[config.mk]
export PLATFORM = sky130hd
export DESIGN_NAME = disp_mode_ctrl
export DESIGN_NICKNAME = d
export VERILOG_FILES = /design/src/rtl/disp_pkg.sv /design/src/rtl/bin2bcd_seq.sv /design/src/rtl/disp_mode_ctrl.sv
export SDC_FILE = /design/constraint.sdc
export NUM_CORES = 1
export LEC_CHECK = 0
export ABC_AREA = 0
export CAP_MARGIN = 0
export CORE_ASPECT_RATIO = 0.5
export CORE_MARGIN = 8
export CORE_UTILIZATION = 44
export DETAILED_ROUTE_END_ITERATION = 8
export PLACE_DENSITY = 0.71
export SLEW_MARGIN = 20
export SYNTH_ARGS = -nofsm -noshare
export SYNTH_HDL_FRONTEND = slang
export SYNTH_SLANG_ARGS = --single-unit
[constraint.sdc]
create_clock -name clk -period 3.7 [get_ports clk]
set_input_delay 0.555 -clock clk [delete_from_list [all_inputs] [get_ports clk]]
set_output_delay 0.555 -clock clk [all_outputs]
set_load 0.05 [all_outputs]
[src/rtl/disp_pkg.sv]
// Shared constants, encodings and sizing helpers for the display/mode controller.
package disp_pkg;

  // Digit codes understood by the downstream 7-segment decoders
  localparam logic [3:0] DIG_MINUS = 4'd10;
  localparam logic [3:0] DIG_BLANK = 4'd11;
  localparam logic [3:0] DIG_ERR   = 4'd14;

  // Keypad function codes (0-9 are numeric keys and are not used here)
  localparam logic [3:0] KEY_CLR  = 4'd10;
  localparam logic [3:0] KEY_CAP  = 4'd11;
  localparam logic [3:0] KEY_HOLD = 4'd12;
  localparam logic [3:0] KEY_RUN  = 4'd13;
  localparam logic [3:0] KEY_ADD  = 4'd14;
  localparam logic [3:0] KEY_SUB  = 4'd15;

  // Stopwatch command encodings
  localparam logic [1:0] SW_RUN   = 2'd0;
  localparam logic [1:0] SW_HOLD  = 2'd1;
  localparam logic [1:0] SW_CLEAR = 2'd2;

  typedef enum logic {
    MODE_SW   = 1'b0,
    MODE_CALC = 1'b1
  } mode_e;

  typedef enum logic [1:0] {
    CV_IDLE,
    CV_LOAD,
    CV_SHIFT,
    CV_COMMIT
  } cv_state_e;

  typedef enum logic [1:0] {
    SRC_MAIN,
    SRC_OPA,
    SRC_OPB
  } src_e;

  // BCD nibbles needed for a w-bit binary value: ceil(w*log10(2)) plus one spare
  function automatic int bcd_nibbles(input int w);
    return (w * 302 + 999) / 1000 + 1;
  endfunction

endpackage

[src/rtl/bin2bcd_seq.sv]
// Sequential double-dabble converter: one input bit per cycle after start.
module bin2bcd_seq #(
  parameter int VAL_W = 32,
  parameter int NIB   = 11
) (
  input  logic               clk,
  input  logic               rst,
  input  logic               start,
  input  logic [VAL_W-1:0]   din,
  output logic               busy,
  output logic               done,
  output logic [4*NIB-1:0]   bcd
);

  localparam int CNT_W = $clog2(VAL_W + 1);

  logic [CNT_W-1:0] cnt;
  logic [VAL_W-1:0] sr;
  logic [4*NIB-1:0] adj;

  // done marks the cycle of the final shift so the caller can commit next cycle
  assign done = busy && (cnt == CNT_W'(1));

  // Add-3 correction on every nibble that would reach 10 or more after doubling
  always_comb begin
    adj = bcd;
    for (int i = 0; i < NIB; i++) begin
      if (bcd[4*i +: 4] >= 4'd5) adj[4*i +: 4] = bcd[4*i +: 4] + 4'd3;
    end
  end

  // Bit counter and busy flag; a start always restarts a fresh conversion
  always_ff @(posedge clk) begin
    if (rst) begin
      busy <= 1'b0;
      cnt  <= '0;
    end else if (start) begin
      busy <= 1'b1;
      cnt  <= CNT_W'(VAL_W);
    end else if (busy) begin
      cnt <= cnt - CNT_W'(1);
      if (cnt == CNT_W'(1)) busy <= 1'b0;
    end
  end

  // Shift datapath: accumulator takes the binary MSB each cycle
  always_ff @(posedge clk) begin
    if (start) begin
      sr  <= din;
      bcd <= '0;
    end else if (busy) begin
      sr  <= sr << 1;
      bcd <= (adj << 1) | {{(4*NIB-1){1'b0}}, sr[VAL_W-1]};
    end
  end

endmodule

[src/rtl/disp_mode_ctrl.sv]
// Top-level mode arbitration and time-shared BCD display refresh.
module disp_mode_ctrl
  import disp_pkg::*;
#(
  parameter int DIGITS     = 4,
  parameter int OPD_DIGITS = 2,
  parameter int VAL_W      = 32,
  parameter int LZB        = 0
) (
  input  logic                    clk,
  input  logic                    rst,
  input  logic [3:0]              key_code,
  input  logic                    key_valid,
  input  logic [VAL_W-1:0]        sw_count,
  input  logic [VAL_W-1:0]        calc_ans,
  input  logic                    calc_neg,
  input  logic [VAL_W-1:0]        opd_a,
  input  logic [VAL_W-1:0]        opd_b,
  output logic [1:0]              sw_cmd,
  output logic                    mode,
  output logic [4*DIGITS-1:0]     main_dig,
  output logic [4*OPD_DIGITS-1:0] opa_dig,
  output logic [4*OPD_DIGITS-1:0] opb_dig,
  output logic                    ovf,
  output logic                    upd
);

  // Accumulator width; assumed to cover at least DIGITS and OPD_DIGITS nibbles
  localparam int NIB = bcd_nibbles(VAL_W);

  mode_e            mode_q, mode_d;
  logic [1:0]       sw_cmd_q, sw_cmd_d;
  logic [VAL_W-1:0] cap_q, cap_d;

  cv_state_e        st_q, st_d;
  src_e             src_q;
  logic             start;
  logic [VAL_W-1:0] src_val;
  logic             src_neg;
  logic             neg_p0;
  logic             busy, done;
  logic [4*NIB-1:0] bcd_p1;
  logic [4*DIGITS:0]       main_res;
  logic [4*OPD_DIGITS-1:0] opd_res;

  // Main bank formatting: sign, overflow detection, optional zero blanking.
  // Returns {ovf, digits}. Overflow is any nonzero nibble above the field.
  function automatic logic [4*DIGITS:0] fmt_main(input logic [4*NIB-1:0] b,
                                                 input logic neg);
    logic [4*DIGITS-1:0] d;
    logic                o;
    logic                lead;
    int                  mag_n;
    mag_n = neg ? DIGITS - 1 : DIGITS;
    o = 1'b0;
    for (int i = 0; i < NIB; i++) begin
      if (i >= mag_n && b[4*i +: 4] != 4'd0) o = 1'b1;
    end
    d = b[4*DIGITS-1:0];
    if (neg) d[4*(DIGITS-1) +: 4] = DIG_MINUS;
    if (LZB != 0) begin
      lead = 1'b1;
      for (int i = DIGITS - 1; i >= 1; i--) begin
        if (i < mag_n) begin
          if (lead && d[4*i +: 4] == 4'd0) d[4*i +: 4] = DIG_BLANK;
          else lead = 1'b0;
        end
      end
    end
    if (o) d = {DIGITS{DIG_ERR}};
    return {o, d};
  endfunction

  // Operand banks show the truncated low digits only while in CALC
  function automatic logic [4*OPD_DIGITS-1:0] fmt_opd(input logic [4*NIB-1:0] b,
                                                      input mode_e m);
    if (m == MODE_CALC) return b[4*OPD_DIGITS-1:0];
    return {OPD_DIGITS{DIG_BLANK}};
  endfunction

  assign mode   = mode_q;
  assign sw_cmd = sw_cmd_q;

  // Mode / stopwatch-command next state from keypad events
  always_comb begin
    mode_d   = mode_q;
    sw_cmd_d = sw_cmd_q;
    cap_d    = cap_q;
    if (key_valid) begin
      if (mode_q == MODE_SW) begin
        case (key_code)
          KEY_CAP: begin
            sw_cmd_d = SW_HOLD;
            cap_d    = sw_count;
          end
          KEY_CLR: begin
            sw_cmd_d = SW_CLEAR;
            cap_d    = '0;
          end
          KEY_HOLD: sw_cmd_d = SW_HOLD;
          KEY_RUN:  sw_cmd_d = SW_RUN;
          KEY_ADD, KEY_SUB: mode_d = MODE_CALC;
          default: ;
        endcase
      end else if (key_code == KEY_RUN) begin
        mode_d = MODE_SW;
      end
    end
  end

  // Mode, command and capture registers
  always_ff @(posedge clk) begin
    if (rst) begin
      mode_q   <= MODE_SW;
      sw_cmd_q <= SW_HOLD;
      cap_q    <= '0;
    end else begin
      mode_q   <= mode_d;
      sw_cmd_q <= sw_cmd_d;
      cap_q    <= cap_d;
    end
  end

  // Source selection for the converter; only MAIN in CALC carries a sign
  always_comb begin
    src_val = cap_q;
    src_neg = 1'b0;
    case (src_q)
      SRC_MAIN: begin
        if (mode_q == MODE_CALC) begin
          src_val = calc_ans;
          src_neg = calc_neg;
        end
      end
      SRC_OPA: src_val = opd_a;
      default: src_val = opd_b;
    endcase
  end

  // Converter sequencing: LOAD, VAL_W shift cycles, COMMIT, then next source
  always_comb begin
    st_d  = st_q;
    start = 1'b0;
    case (st_q)
      CV_IDLE: st_d = CV_LOAD;
      CV_LOAD: begin
        start = 1'b1;
        st_d  = CV_SHIFT;
      end
      CV_SHIFT: begin
        if (done)       st_d = CV_COMMIT;
        else if (!busy) st_d = CV_LOAD;
      end
      CV_COMMIT: st_d = CV_LOAD;
      default:   st_d = CV_IDLE;
    endcase
  end

  // ---- stage p0: sign snapshot taken with the value at LOAD ----
  always_ff @(posedge clk) begin
    if (st_q == CV_LOAD) neg_p0 <= src_neg;
  end

  // ---- stage p1: serial BCD conversion ----
  bin2bcd_seq #(
    .VAL_W (VAL_W),
    .NIB   (NIB)
  ) u_bcd (
    .clk   (clk),
    .rst   (rst),
    .start (start),
    .din   (src_val),
    .busy  (busy),
    .done  (done),
    .bcd   (bcd_p1)
  );

  assign main_res = fmt_main(bcd_p1, neg_p0);
  assign opd_res  = fmt_opd(bcd_p1, mode_q);

  // ---- stage p2: atomic bank commit and round-robin advance ----
  always_ff @(posedge clk) begin
    if (rst) begin
      st_q     <= CV_IDLE;
      src_q    <= SRC_MAIN;
      main_dig <= {DIGITS{DIG_BLANK}};
      opa_dig  <= {OPD_DIGITS{DIG_BLANK}};
      opb_dig  <= {OPD_DIGITS{DIG_BLANK}};
      ovf      <= 1'b0;
      upd      <= 1'b0;
    end else begin
      st_q <= st_d;
      upd  <= 1'b0;
      if (st_q == CV_COMMIT) begin
        case (src_q)
          SRC_MAIN: begin
            main_dig <= main_res[4*DIGITS-1:0];
            ovf      <= main_res[4*DIGITS];
            upd      <= 1'b1;
            src_q    <= SRC_OPA;
          end
          SRC_OPA: begin
            opa_dig <= opd_res;
            src_q   <= SRC_OPB;
          end
          default: begin
            opb_dig <= opd_res;
            src_q   <= SRC_MAIN;
          end
        endcase
      end
    end
  end

endmodule
After elaboration in Yosys (flattened, before gate mapping)
Index checks and enable logic that the tools add are counted.
{"block": "classes", "add_sub_neg": 12, "n_mul": 0, "div": 0, "magnitude_cmp": 22, "n_eq_ne": 12, "shifts": 0, "n_mux": 48, "bitwise": 4, "reduce_logical": 40}
{"op": "$pmux W32 S2", "count": 2}
{"op": "$mux W32", "count": 3}
{"op": "$ge A4 B3 Y1 const B", "count": 11}
{"op": "$mux W4", "count": 11}
{"op": "$or A44 B1 Y44", "count": 1}
{"op": "$reduce_bool A4 Y1", "count": 11}
{"op": "$add A4 B2 Y4 const B", "count": 10}
{"op": "$eq A4 B4 Y1 const B", "count": 6}
{"op": "$mux W1", "count": 20}
{"op": "$mux W16", "count": 1}
{"op": "$mux W8", "count": 2}
{"op": "$ge A3 B3 Y1 const A", "count": 4}
{"op": "$ge A4 B3 Y1 const A", "count": 3}
{"op": "$logic_and A1 B1 Y1", "count": 12}
{"op": "$mux W6", "count": 2}
{"op": "$pmux W2 S3", "count": 2}
{"op": "$reduce_or A2 Y1", "count": 6}
{"op": "$reduce_and A2 Y1", "count": 4}
{"op": "$eq A6 B1 Y1 const B", "count": 1}
{"op": "$ge A1 B3 Y1 const A", "count": 2}
{"op": "$ge A2 B3 Y1 const A", "count": 2}
{"op": "$mux W3", "count": 2}
{"op": "$reduce_and A3 Y1", "count": 2}
{"op": "$sub A6 B1 Y6 const B", "count": 1}
{"op": "other kinds (10)", "count": 17}
{"block": "totals", "register_bits": 157, "latch_bits": 0, "mem_bits_rw": 0, "rom_bits": 0, "inputBits": 136, "output_inout_bits": 37, "word_cells": 154, "mem_count": 0}

Logic depth before layout (Yosys ltp)
Gate-level depths: netlist of run 1.
{"block": "depth", "ltp_word": 15, "ltp_mapped": 7, "mapped_depth_nobuf": 6}

Cells and area by module
From an unflattened synthesis of run 1, not the netlist that was laid out.
{"block": "hier_totals", "cells_unflattened": 958, "area_unflattened_um2": 8219.1}
{"mod": "bin2bcd_seq", "n_inst": 1, "cells_each": 442, "area_per_inst_um2": 4393.0, "seq_area_each_um2": 1981.9}
{"mod": "disp_mode_ctrl", "n_inst": 1, "cells_each": 516, "area_per_inst_um2": 3826.2, "seq_area_each_um2": 1491.4}

Worst setup path before layout of run 1
No wires, ideal clock.
{"block": "synth_path", "kind": "register to register", "start": "reg u_bcd.busy", "end": "reg u_bcd.sr[0], enable pin", "setup_ps": 394, "arrival_time_ps": 1920, "t_required_ps": 3306, "setup_slack_ps": 1386, "stages_incl_launch_ff": 5, "n_path_buf": 3, "path_cell_list": "dfxtp_1 > clkbuf_1 > clkbuf_1 > clkbuf_1 > nand2b_1"}
{"block": "synth_via", "elab_chain_cells": 1}
{"element": "start, declared", "line_no": "bin2bcd_seq.sv:10", "rtl": "output logic busy,"}
{"element": "start signal, assigned", "line_no": "bin2bcd_seq.sv:35", "rtl": "busy <= 1'b0;"}
{"element": "start signal, assigned", "line_no": "bin2bcd_seq.sv:38", "rtl": "busy <= 1'b1;"}
{"element": "start signal, assigned", "line_no": "bin2bcd_seq.sv:42", "rtl": "if (cnt == CNT_W'(1)) busy <= 1'b0;"}
{"element": "$reduce_bool A2 Y1 (no source line)"}
{"element": "end signal, assigned", "line_no": "bin2bcd_seq.sv:49", "rtl": "sr <= din;"}
{"element": "end signal, assigned", "line_no": "bin2bcd_seq.sv:52", "rtl": "sr <= sr << 1;"}
{"element": "end, declared", "line_no": "bin2bcd_seq.sv:18", "rtl": "logic [VAL_W-1:0] sr;"}
Every way passes these cells.
A chain may end at the register's enable or synchronous reset.

Worst setup path in the final report of run 1
{"block": "layout_path", "start": "reg mode_q, in the netlist mode", "end": "out mode"}
{"element": "start, declared", "line_no": "disp_mode_ctrl.sv:31", "rtl": "mode_e mode_q, mode_d;"}
{"element": "start signal, assigned", "line_no": "disp_mode_ctrl.sv:118", "rtl": "mode_q <= mode_d;"}
{"element": "end, declared", "line_no": "disp_mode_ctrl.sv:20", "rtl": "output logic mode,"}
No word-level cell between the ends.

==> impl_metrics.csv, run 1 <==
group,metric,value,unit
layout,nets,1214,
route,wl_met3,1160,µm
setup_path,r2r_slack,1.41,ns
floorplan,fp.dieH,111,µm
sta,post-route-period-util,74.7,%
route,wl_per_cell,17.4,µm
floorplan,initial_utilization,45.3,%
route,routed.top_layer,"met4",
layout,layout_commonest_cell,"clkdlybuf4s50_1",
sta,maxSlewHeadroom,38.8,%
clock_tree,clk_pin_slew,0.07,ns
setup_path,cp-start-kind,"flip-flop",
sta,setup_viol,0,
yosys,synth.top_cell.area_share,31.3,%
floorplan,die_width,206,µm
global_route,antenna_found_initial,0,
layout,fillers,1540,
route,wl_met1,9820,µm
setup_path,reg2reg_to,"main_dig[12]$_SDFFE_PP1P_",
yosys,ys_seq_area_share,43.8,%
clock_tree,cts_tree,"built",
yosys,synth_compound_area_share,15.9,%
floorplan,rows,34,
power_and_ir_drop,leakage,3.52,nW
sta,fin_tns_setup,0,ns
run,drv_cap,0,
min_path,min-delay-start,"cap_q[31]$_SDFFE_PP0P_",
yosys,synthMuxAreaShare,9.76,%
yosys,synthArstFlopShare,0,%
setup_path,cp-end-kind,"output pin",
power_and_ir_drop,ir_drop,0.000370,V
setup_path,slowest_stage,"clkdlybuf4s50_1",
setup_path,worstSetupPathType,"reg -> out",
route,vias,6975,
run_status,status,"finished, final reports clean",
global_route,grt_pass1_wl,36500,µm
sta,tightestPinTransition,0.916,ns
global_route,grt_max_degree,68,
setup_path,cp.required,3.14,ns
route,wl_met2,11200,µm
global_route,grt_usage,19.4,%
clock_tree,max-clock-path-buffers,2,
global_route,overflow,0,
layout,syn_to_final_growth,30.5,%
setup_path,crit_buf_inv,1,
layout,multi_input_area,4100,µm²
layout,seq_area,3480,µm²
yosys,syn_nets,1077,
yosys,synth_largest_area_cell,"dfxtp_1",
yosys,synth_area_leaders,"dfxtp_1 31%, edfxtp_1 12%, mux2i_1 8.2%",
setup_path,critPathMaxFanout,29,
yosys,synth_xor_area_share,2.87,%
route,drc,0,
sta,hold_viol_final,0,
setup_path,critPathMaxStageDelay,0.95,ns
setup_path,cp.arrival,2.21,ns
clock_tree,clock_latency,0.42,ns
yosys,syn_area_per_cell,8.72,µm²
route,wirelength,22500,µm
yosys,synth_top_family_by_area,"simple AND/OR/NAND/NOR gates",
floorplan,ios,173,
global_route,grt_pass1_vias,6963,
min_path,min_to,"cap_q[31]$_SDFFE_PP0P_",
clock_tree,postCtsSetupBuffers,0,
layout,drive_gt1_share,5.94,%
setup_path,rr_worst_depth,4,
min_path,hp-class,"reg -> reg",
yosys,yosys.area_share.adder,4.89,%
clock_tree,clock-sinks,157,
route,viasPerCell,5.39,
clock_tree,cts-root-buf,"clkbuf_16",
setup_path,cp-startpoint,"mode$_SDFFE_PP0P_",
place,gp_congestion,0.865,
clock_tree,h-tree-depth,4,
route,drt_iter0_markers,465,
setup_path,reg2reg_from,"st_q[1]$_SDFFE_PP0P_",
min_path,hold-path-cell-count,2,
setup_path,critical-path-top-delay-family,"buffers and inverters",
yosys,ys_warn_count,0,
yosys,synth_area,7930,µm²
yosys,postSynthCellCount,910,
floorplan,dieArea,22800,µm²
layout,fin_util,59.1,%
clock_tree,cts_resized,0,
clock_tree,hold_buffers,0,
sta,fmax,0.362,GHz
layout,antenna_cells,0,
yosys,ys.flop_type,"dfxtp_1",
yosys,synth_edf_count,33,
sta,rsz0062_at_grt,"false",
sta,final.min_clock_period,2.76,ns
route,postRouteAntennaNets,0,
floorplan,coreArea,17500,µm²
setup_path,crit_chain,"clkdlybuf4s50_1",
yosys,yosys.area_share.simple,18.1,%
sta,slew_violations,0,
place,io_buffers,172,
place,hpwl,16100,µm
yosys,yosys.cell_types.count,46,
power_and_ir_drop,cellPowerDensity,409,nW/µm²
clock_tree,cts-buffers-inserted,17,
route,dr.pass1.iters,5,
sta,skew,0.00945,ns
yosys,synth_seq_cells,157,
layout,final_cell_mix,"171 x clkdlybuf4s50_1, 121 x dfxtp_1, 119 x nand2_1",
## cells in the mapped netlist (2+ instances only)
master,count
a31oi_1,12
mux2i_1,65
dfxtp_1,124
o21a_1,10
nand4_1,3
a21oi_1,66
edfxtp_1,33
nand2_1,120
buf_2,9
o21bai_1,5
mux2_2,11
nand3_1,46
nor3_1,12
clkbuf_1,49
nand3b_1,9
ha_1,31
a21o_1,3
nor3b_1,10
o21ai_0,107
a211o_1,12
a211oi_1,3
and3_1,2
xnor2_1,14
xor2_1,12
buf_1,4
or3_1,14
nor4_1,4
nor2b_1,6
nor2_1,52
inv_1,30
a31o_2,3
nand2b_1,15
## per-stage QoR
stage          setup WS (ns)  std cells  hold slack (ns)  instance area (µm²)  total power (W)
6_report               0.936       1294            0.456                10400          0.00424
5_1_grt                0.875       1294            0.470                10400          0.00441
4_1_cts                0.927       1294            0.458                10400          0.00427
3_5_place_dp           0.847       1262            0.449                 9770          0.00251
3_3_place_gp           0.972       1262            0.439                 9770          0.00250
2_1_floorplan           1.39        910            0.431                 7930          0.00225
## worst max-delay path by stage
stage                                            to  cells after the start
after global placement        cap_q[7]$_SDFFE_PP0P_                      5
after CTS                                      mode                      1
after floorplan           u_bcd.sr[0]$_SDFFCE_PN0P_                      4
after global routing                           mode                      1
final                                          mode                      1
after detailed placement      cap_q[9]$_SDFFE_PP0P_                      5
## report_power, final
part	internal, W	leakage (nW)	switching, W
Combinational	0.000251	1.91	0.000303
Sequential	0.00187	1.33	0.0000546
Clock	0.00101	0.272	0.000756
## routing by layer
layer | track usage, % | vias to the layer above
li1 | - | 3457
met1 | 23.7 | 3329
met2 | 33.9 | 167
met3 | 4.73 | 22
met4 | 4.66 | 0
met5 | 0 | -
## final cells by class
type / count / share of cell area [%]
Clock buffer: 18 / 4.14
Clock inverter: 14 / 1.50
Inverter: 30 / 1.09
Multi-Input combinational cell: 659 / 39.6
Sequential cell: 157 / 33.6
Tap cell: 234 / 2.83
Timing Repair Buffer: 182 / 17.3
## cell families after synthesis
kind of cell / Yosys count
simple gates: 301
compound gates: 225
flops: 157
buf+inv: 94
mux: 76
fa+ha+maj: 31
xor+xnor: 26
## worst min-delay path, stage by stage, from the launching register on
cell and delay, ns:
dfxtp_1 0.31, nand2_1 0.05, a21oi_1 0.05
## sequential cells by signal, summed over array words and instances (netlist names)
name	flops
main_dig	16
mode	1
neg_p0	1
u_bcd.busy	1
u_bcd.cnt	6
upd	1
opb_dig	8
st_q	2
u_bcd.bcd	44
src_q	2
opa_dig	8
ovf	1
u_bcd.sr	32
sw_cmd	2
cap_q	32
No activity file was read; power rests on OpenSTA's default activity.
==> inputs of run 2 (changes only) <==
Settings changed: PLACE_DENSITY 0.71 to 0.74.
Clock period 3.7 ns to 2.25 ns, I/O delays scaled along.
==> impl_metrics.csv, run 2 (synthesized netlist as in run 1, its figures left out) <==
group,metric,value,unit
floorplan,ios,173,
setup_path,crit_buf_inv,1,
floorplan,die_width,206,µm
setup_path,rr_worst_depth,2,
global_route,overflow,0,
floorplan,rows,34,
setup_path,reg2reg_from,"src_q[0]$_SDFFE_PP0N_",
setup_path,cp-startpoint,"sw_cmd[0]$_SDFFE_PP1P_",
clock_tree,max-clock-path-buffers,2,
setup_path,crit_end,"sw_cmd[0]",
floorplan,dieArea,22800,µm²
layout,final_cells,1309,
setup_path,r2r_slack,0.39,ns
setup_path,crit_cells,1,
route,wl_per_cell,17.3,µm
sta,fmax,0.516,GHz
layout,final_cell_mix,"170 x clkdlybuf4s50_1, 120 x nand2_1, 120 x dfxtp_1",
clock_tree,hold_buffers,0,
sta,skew,0.0116,ns
setup_path,cp-end-kind,"output pin",
floorplan,coreArea,17500,µm²
setup_path,slowest_stage,"clkdlybuf4s50_1",
layout,nets,1229,
setup_path,cp.arrival,1.60,ns
clock_tree,clock-sinks,157,
clock_tree,h-tree-depth,4,
clock_tree,clock_latency,0.42,ns
setup_path,critPathMaxStageDelay,0.82,ns
layout,antenna_cells,0,
power_and_ir_drop,leakage,3.61,nW
sta,tightestPinTransition,0.692,ns
clock_tree,postCtsSetupBuffers,0,
clock_tree,cts_tree,"built",
global_route,grt_usage,19.4,%
run,drv_cap,0,
sta,post-route-period-util,86.1,%
sta,maxSlewHeadroom,53.6,%
layout,largest_register,"u_bcd.bcd",
sta,fin_tns_setup,0,ns
setup_path,critPathMaxFanout,3,
setup_path,critical-path-top-delay-family,"buffers and inverters",
layout,layout_commonest_cell,"clkdlybuf4s50_1",
route,drt_iter0_markers,420,
run_status,status,"finished, final reports clean",
sta,final.min_clock_period,1.94,ns
clock_tree,clk_pin_slew,0.07,ns
layout,syn_to_final_growth,32.4,%
place,gp_congestion,0.838,
floorplan,fp.dieH,111,µm
route,dr.pass1.iters,5,
clock_tree,cts-root-buf,"clkbuf_16",
route,vias,7078,
setup_path,cp-start-kind,"flip-flop",
layout,fillers,1543,
global_route,antenna_found_initial,3,
route,viasPerCell,5.41,
sta,setup_viol,0,
clock_tree,cts_resized,0,
layout,drive_gt1_share,7.44,%
global_route,grt_max_degree,64,
clock_tree,cts-buffers-inserted,17,
min_path,hp-class,"in -> reg",
setup_path,crit_chain,"clkdlybuf4s50_1",
place,hpwl,16600,µm
layout,top_regs,"u_bcd.bcd (44), cap_q (32), u_bcd.sr (32)",
layout,largest_register_ffs,44,
power_and_ir_drop,ir_drop,0.000548,V
global_route,grt_pass1_vias,7077,
route,postRouteAntennaNets,0,
place,io_buffers,172,
setup_path,worstSetupPathType,"reg -> out",
setup_path,reg2reg_to,"opa_dig[3]$_SDFFE_PP1P_",
route,wirelength,22700,µm
route,drc,0,
sta,hold_viol_final,0,
floorplan,initial_utilization,45.3,%
sta,rsz0062_at_grt,"false",
sta,slew_violations,0,
global_route,grt_pass1_wl,36100,µm
setup_path,cp.required,1.91,ns
place,dp_cells,1277,
power_and_ir_drop,cellPowerDensity,665,nW/µm²
-- run 2: layout make-up --
cell class                      count  area, µm²  share of cell area (%)
Tap cell                          234        293                    2.79
Inverter                           30        113                    1.07
Timing Repair Buffer              197       1940                    18.5
Clock inverter                     15        161                    1.54
Sequential cell                   157       3480                    33.1
Clock buffer                       17        425                    4.05
Multi-Input combinational cell    659       4100                    39.0
-- run 2: worst register-to-register path, stage by stage, from the launching register on --
cell and delay (ns):
dfxtp_2 0.62, nand4b_1 0.65, a211o_1 0.48
-- run 2: metal layers --
layer	track usage, %	routed length, µm
met3	5.43	1300
met1	23.6	9860
met2	33.7	11300
met5	0	39
met4	4.42	193
-- run 2: stage by stage --
step / hold WS [ns] / worst slack [ns] / area [µm²] / power (W) / utilization [%]
floorplan: 0.431 / 0.278 / 7940 / 0.00370 / -
global placement: 0.437 / 0.366 / 9920 / 0.00414 / 56.6
detailed placement: 0.446 / 0.262 / 9920 / 0.00416 / 56.6
CTS: 0.318 / 0.281 / 10500 / 0.00703 / 59.9
global route: 0.364 / 0.240 / 10500 / 0.00724 / 59.9
finish: 0.336 / 0.314 / 10500 / 0.00699 / 59.9
-- run 2: power by group --
part / internal [W] / total (W) / switching [W] / leakage, nW
Combinational: 0.000440 / 0.000941 / 0.000501 / 1.99
Sequential: 0.00307 / 0.00317 / 0.0000941 / 1.33
Clock: 0.00166 / 0.00288 / 0.00122 / 0.284
-- run 2: worst min-delay path by stage --
stage / start / end / slack (ns) / cells after the start
floorplan: cap_q[0]$_SDFFE_PP0P_ / cap_q[0]$_SDFFE_PP0P_ / 0.43 / 2
global placement: cap_q[16]$_SDFFE_PP0P_ / cap_q[16]$_SDFFE_PP0P_ / 0.44 / 2
detailed placement: cap_q[17]$_SDFFE_PP0P_ / cap_q[17]$_SDFFE_PP0P_ / 0.45 / 2
CTS: rst / src_q[0]$_SDFFE_PP0N_ / 0.32 / 2
global route: rst / u_bcd.busy$_SDFF_PP0_ / 0.36 / 2
finish: rst / u_bcd.busy$_SDFF_PP0_ / 0.34 / 2
